$ cat src/rtl/bht_predictor.sv
// rtl/bht_predictor.sv - Bimodal/gshare branch history table with saturating counters
module bht_predictor #(
   parameter int PC_W  = 32,
   parameter int IDX_W = 4,
   parameter int CNT_W = 2,
   parameter int GHR_W = 4,
   parameter int MODE  = 0
) (
   input  logic             clk,
   input  logic             rst,
   input  logic [PC_W-1:0]  lu_pc,
   output logic             lu_pred,
   output logic [GHR_W-1:0] lu_ghr,
   input  logic             upd_valid,
   input  logic             upd_stall,
   input  logic [PC_W-1:0]  upd_pc,
   input  logic [GHR_W-1:0] upd_ghr,
   input  logic             upd_taken,
   input  logic             upd_mispred,
   output logic [15:0]      mispred_cnt,
   output logic [GHR_W-1:0] ghr
);

   localparam int               DEPTH    = 1 << IDX_W;
   localparam logic [CNT_W-1:0] CNT_MAX  = {CNT_W{1'b1}};
   localparam logic [CNT_W-1:0] CNT_INIT = CNT_MAX >> 1;

   logic [CNT_W-1:0] cnt_tab [DEPTH];
   logic [GHR_W-1:0] ghr_q;
   logic [15:0]      mcnt_q;
   logic [IDX_W-1:0] lu_idx;
   logic [IDX_W-1:0] upd_idx;
   logic [CNT_W-1:0] upd_cur;
   logic [CNT_W-1:0] upd_nxt;
   logic             upd_fire;
   logic             unused_bits;

   // Lookup hashes with the live history; update uses the history the branch saw at fetch.
   always_comb begin
      if (MODE == 1) begin
         lu_idx  = lu_pc[IDX_W+1:2] ^ IDX_W'(ghr_q);
         upd_idx = upd_pc[IDX_W+1:2] ^ IDX_W'(upd_ghr);
      end else begin
         lu_idx  = lu_pc[IDX_W+1:2];
         upd_idx = upd_pc[IDX_W+1:2];
      end
   end

   always_comb begin
      lu_pred = cnt_tab[lu_idx][CNT_W-1];
      lu_ghr  = (MODE == 1) ? ghr_q : '0;
   end

   always_comb begin
      upd_fire = upd_valid & ~upd_stall;
      upd_cur  = cnt_tab[upd_idx];
      upd_nxt  = upd_cur;
      if (upd_taken) begin
         if (upd_cur != CNT_MAX)
            upd_nxt = upd_cur + CNT_W'(1);
      end else begin
         if (upd_cur != '0)
            upd_nxt = upd_cur - CNT_W'(1);
      end
   end

   // Reset outranks a coincident update so a mid-run reset always yields a clean table.
   always_ff @(posedge clk) begin
      if (rst) begin
         for (int i = 0; i < DEPTH; i++)
            cnt_tab[i] <= CNT_INIT;
         ghr_q  <= '0;
         mcnt_q <= '0;
      end else if (upd_fire) begin
         cnt_tab[upd_idx] <= upd_nxt;
         if (MODE == 1)
            ghr_q <= GHR_W'({ghr_q, upd_taken});
         if (upd_mispred && (mcnt_q != 16'hFFFF))
            mcnt_q <= mcnt_q + 16'd1;
      end
   end

   assign ghr         = ghr_q;
   assign mispred_cnt = mcnt_q;

   assign unused_bits = ^{lu_pc[PC_W-1:IDX_W+2], lu_pc[1:0],
                          upd_pc[PC_W-1:IDX_W+2], upd_pc[1:0], upd_ghr};

endmodule

$ cat config.mk
export PLATFORM = sky130hd
export DESIGN_NAME = bht_predictor
export DESIGN_NICKNAME = d
export VERILOG_FILES = /design/src/rtl/bht_predictor.sv
export SDC_FILE = /design/constraint.sdc
export NUM_CORES = 1
export LEC_CHECK = 0
export BUFFER_PORTS_ARGS = -buffer_cell sky130_fd_sc_hd__buf_2
export CORE_UTILIZATION = 30
export DETAILED_ROUTE_END_ITERATION = 8
export PLACE_DENSITY_LB_ADDON = 0.3
export REMOVE_ABC_BUFFERS = 1
export SLEW_MARGIN = 15
export SYNTH_ARGS = -nofsm -noshare
export SYNTH_HDL_FRONTEND = slang
export SYNTH_SLANG_ARGS = --single-unit
export TNS_END_PERCENT = 1
$ cat constraint.sdc
create_clock -name clk -period 2.8 [get_ports clk]
set_clock_uncertainty 0.05 [all_clocks]
set_input_delay 0.56 -clock clk [delete_from_list [all_inputs] [get_ports clk]]
set_output_delay 0.56 -clock clk [all_outputs]
set_load 0.05 [all_outputs]
# Yosys cells after proc, flatten, opt, wreduce, memory -nomap -nowiden
# Memory sizes are Yosys's and may differ from the RTL's.
# Index checks and enable logic that the tools add are counted.
# op_classes
addsub	3
n_mul	0
div	0
magnitude_cmp	0
eq_ne	2
shift	0
mux	11
bitwise_logic	2
reduce_logical	4
# ops
operator	n
16-bit by 1-bit adder with 16-bit output, second input constant	1
16-bit inequality test, second input constant	1
2-bit two-way mux	4
1-bit two-way mux	6
4-bit two-way mux	1
2-bit by 1-bit adder with 2-bit output, second input constant	1
2-bit inequality test, second input constant	1
2-bit AND reduction	1
2-bit nonzero test	1
2-bit OR reduction	1
2-bit by 1-bit subtractor with 2-bit output, second input constant	1
1-bit AND	1
1-bit logical AND	1
1-bit NOT	1
# word_totals
regBits	16
latch_bits	0
ramBits	32
romBits	0
elab_cells	24
mem_count	1
# memory_table
memory	depth	width	rd	rd_clocked_by_memory_dff	write_ports	line	source
cnt_tab	16	2	2	0	16	28	logic [CNT_W-1:0] cnt_tab [DEPTH];

# Logic depth before layout (Yosys ltp)
# logic_depth
word_depth	7
depth_mapped	8
ltp_nobuf	6

# Worst setup path after synthesis
# No wires, ideal clock.
# synth_path
path_kind	reg-to-reg
startpoint	reg mcnt_q[0], in the netlist mispred_cnt[0]
endpoint	reg mcnt_q[1], in the netlist mispred_cnt[1]
setup_ns	0.127
arrival_ns	2.097
setup_slack_ns	0.526
stages_incl_launch_ff	7
path_buffers	0
period_less_slack_ns	2.274
cell_sequence	dfxtp_1 > ha_1 > inv_1 > nor4_2 > a21boi_0 > mux2i_1 > nor2_1
# synth_between
elab_chain_cells	3
word_cells_on_any_way	4
cone_classes	add/sub (1); eq/ne (1); reduce/logical (2)
# synth_lines
element	line	source
start, declared	30	logic [15:0] mcnt_q;
start signal, assigned	79	mcnt_q <= mcnt_q + 16'd1;
branches (longest 3 deep; another with 16-bit by 1-bit adder with 16-bit output)	--	
# Parallel ways; which one is timed is not known.
# A chain may end at the register's enable or synchronous reset.

# Worst setup path in the final report
# layout_path
startpoint	in lu_pc[2]
endpoint	out lu_pred
# layout_between
elab_chain_cells	1
# layout_lines
element	line	source
start, declared	11	input logic [PC_W-1:0] lu_pc,
memory 16 x 2 bit	--	
end, declared	12	output logic lu_pred,
# No other way between the ends.

==> flow_summary.ini <==
[detailed_routing]
post-route-drc-count = 0
first_pass_iters = 4
first_iter_violations = 68
wl_per_cell_microns = 14.3
vias = 1833
avgViaCountPerCell = 4.82
drtAntennaViolNets = 0
drt_wl_total_microns = 5430

[floorplan]
die_h_microns = 95.5
die-area_sq_um = 9110
core.rowCount = 33
die_w_microns = 95.5
pin_count = 99
initial_core_util_pct = 31.4
fp.coreArea_sq_um = 8340

[global_route]
track_usage_pct = 12.8
overflow = 0
grt_max_degree = 33
antenna_found_initial = 0
grt_pass1_wl_microns = 8830
grt_pass1_vias = 1813

[synth]
ys_types = 37
syn-cell-area_sq_um = 2620
synthCells = 245
ys_seq_area_share_pct = 48.9
ys_ff_latch = 48
syn_avg_cell_area_sq_um = 10.7
ys_warn_count = 0

[worst_setup_path]
cp-end-kind = output port
crit_fanout = 4
required_ps = 2190
crit_path_cell_trace = buf_2 -> mux4_2 -> mux4_2 -> buf_2
arrival_ps = 1950
worstSetupPathType = in -> out
start_kind = input pin
worst_path_largest_cell_delay_ps = 530
cp_slowest_cell = mux4_2

[timing]
worst_pin_slew_ps = 520
tns_ps = 0
slew_headroom_pct = 65.0
fin_crit_ps = 2560
min_period_over_period_pct = 91.5
max_freq_ghz = 0.390
maxSlewViolCount = 0
final-setup-viol-count = 0
hold_viol = 0
rsz0062_at_grt = no

[clock_tree]
clock_tree.buffer_depth = 2
cts.sinks = 48
cts_resized = 0
cts_tree = done
cts_root_buffer = clkbuf_8
cts_made_buffers = 5
clk_latency_ps = 300
ctsHoldBuffers = 0
postCtsSetupRepairBufs = 0
path_clk_slew_ps = 100
htree_levels = 2

[cells_and_area]
nets = 349
final_area_sq_um = 2970
antennaDiodeCount = 0
layout_commonest_cell = edfxtp_1
syn_to_final_growth_pct = 13.2
fillers = 857
drive_gt1_share_pct = 25.5
layout_common_cells = edfxtp_1 (32), nor2_1 (30), buf_2 (30)

[hold_path]
hold_path.class = reg -> reg

[placement]
dpl.hpwl_microns = 3770
portBuffers = 30
placed_area_sq_um = 2870
gp_congestion = 0.758

[power_and_ir_drop]
ir_drop_uv = 185
cellLeakagePower_nw = 1.00
power_density_nw_per_um2 = 467

[run_status]
status = completed

[flow_run]
drv_cap = 0
==> path summary, 6_finish.rpt <==
kind	to	depth (start not counted)	start	slack, ps
hold reg to reg	mispred_cnt[15]	2	mispred_cnt[15]	500
setup / recovery	lu_pred	4	lu_pc[2]	240
hold / removal	mispred_cnt[15]	2	mispred_cnt[15]	500
setup reg to reg	cnt_tab[1][0]	6	cnt_tab[3][1]	670
==> logic make-up after synthesis <==
| logic type | synth area share [%] |
|---|---|
| buf+inv | 5.73 |
| mux | 12.1 |
| fa+ha+maj | 1.34 |
| other cells | 0.143 |
| compound gates | 2.44 |
| xor+xnor | 4.01 |
| flops | 48.9 |
| simple gates | 25.4 |
==> report_power, final <==
part           leakage, nW  internal, mW  switching, mW
clock network       0.0447         0.178          0.248
logic                0.549        0.0706          0.116
registers            0.406         0.764        0.00672
==> layer usage <==
metal  global-route usage [%]  vias to the layer above  part of all wire (%)
met5                        0                        -                     0
met4                     2.99                        0                  0.50
met3                     2.39                        4                   4.9
met2                     21.6                       53                    46
met1                     17.0                      853                    49
li1                         -                      923                     -
==> state kept, by name, summed over array words and instances, names as in the netlist <==
signal	count
cnt_tab	32
mispred_cnt	16
==> critical path: cells and delay by family <==
family | cells | cell delay, ps
buffers and inverters | 2 | 390
muxes | 2 | 990
==> Yosys cell counts <==
master | count | share of area [%]
a21boi_0 | 1 | 0.29
nand2b_1 | 12 | 2.9
nor3_1 | 14 | 2.7
o21ai_0 | 1 | 0.19
maj3_2 | 2 | 0.86
nor4_2 | 1 | 0.48
and2_1 | 1 | 0.24
a22oi_1 | 1 | 0.29
mux4_2 | 12 | 10
and3_1 | 3 | 0.72
nor2_1 | 30 | 4.3
clkbuf_1 | 9 | 1.3
and4_1 | 3 | 1.0
edfxtp_1 | 32 | 37
inv_1 | 3 | 0.43
mux4_1 | 1 | 1.0
buf_6 | 2 | 0.86
nand4_1 | 6 | 1.4
mux2i_1 | 2 | 0.76
buf_2 | 3 | 0.57
nor4_1 | 2 | 0.48
a21o_1 | 2 | 0.57
nand3_1 | 16 | 3.1
ha_1 | 1 | 0.48
dfxtp_1 | 16 | 12
conb_1 | 1 | 0.14
nand2_1 | 25 | 3.6
a41oi_1 | 1 | 0.33
or2_2 | 7 | 1.7
a21oi_1 | 4 | 0.76
buf_4 | 9 | 2.6
nor2b_1 | 4 | 0.95
nor3b_1 | 2 | 0.57
or3_1 | 1 | 0.24
and3b_1 | 1 | 0.33
xnor2_1 | 12 | 4.0
nor3_2 | 2 | 0.76
==> metrics by stage <==
stage	worst slack (ps)	utilization [%]	total power [mW]	hold WS, ps	cells
final	238	35.6	1.38	504	380
after CTS	236	35.6	1.40	517	380
after detailed placement	147	34.5	0.975	501	372
after global placement	164	34.5	0.973	486	372
after floorplan	536	-	0.896	579	229
after global routing	204	35.6	1.44	556	380
==> final cells by class <==
class                   instances  area, sq um  area share, %
well taps                     105          131           4.43
inverters                       3         11.3          0.380
repair buffers                 38          235           7.93
multi-input cells             178         1210           41.0
flip-flops and latches         48         1280           43.2
clock inverters                 3         22.5          0.759
clock buffers                   5         68.8           2.32
Note: power is estimated with default switching activity, not from simulation.
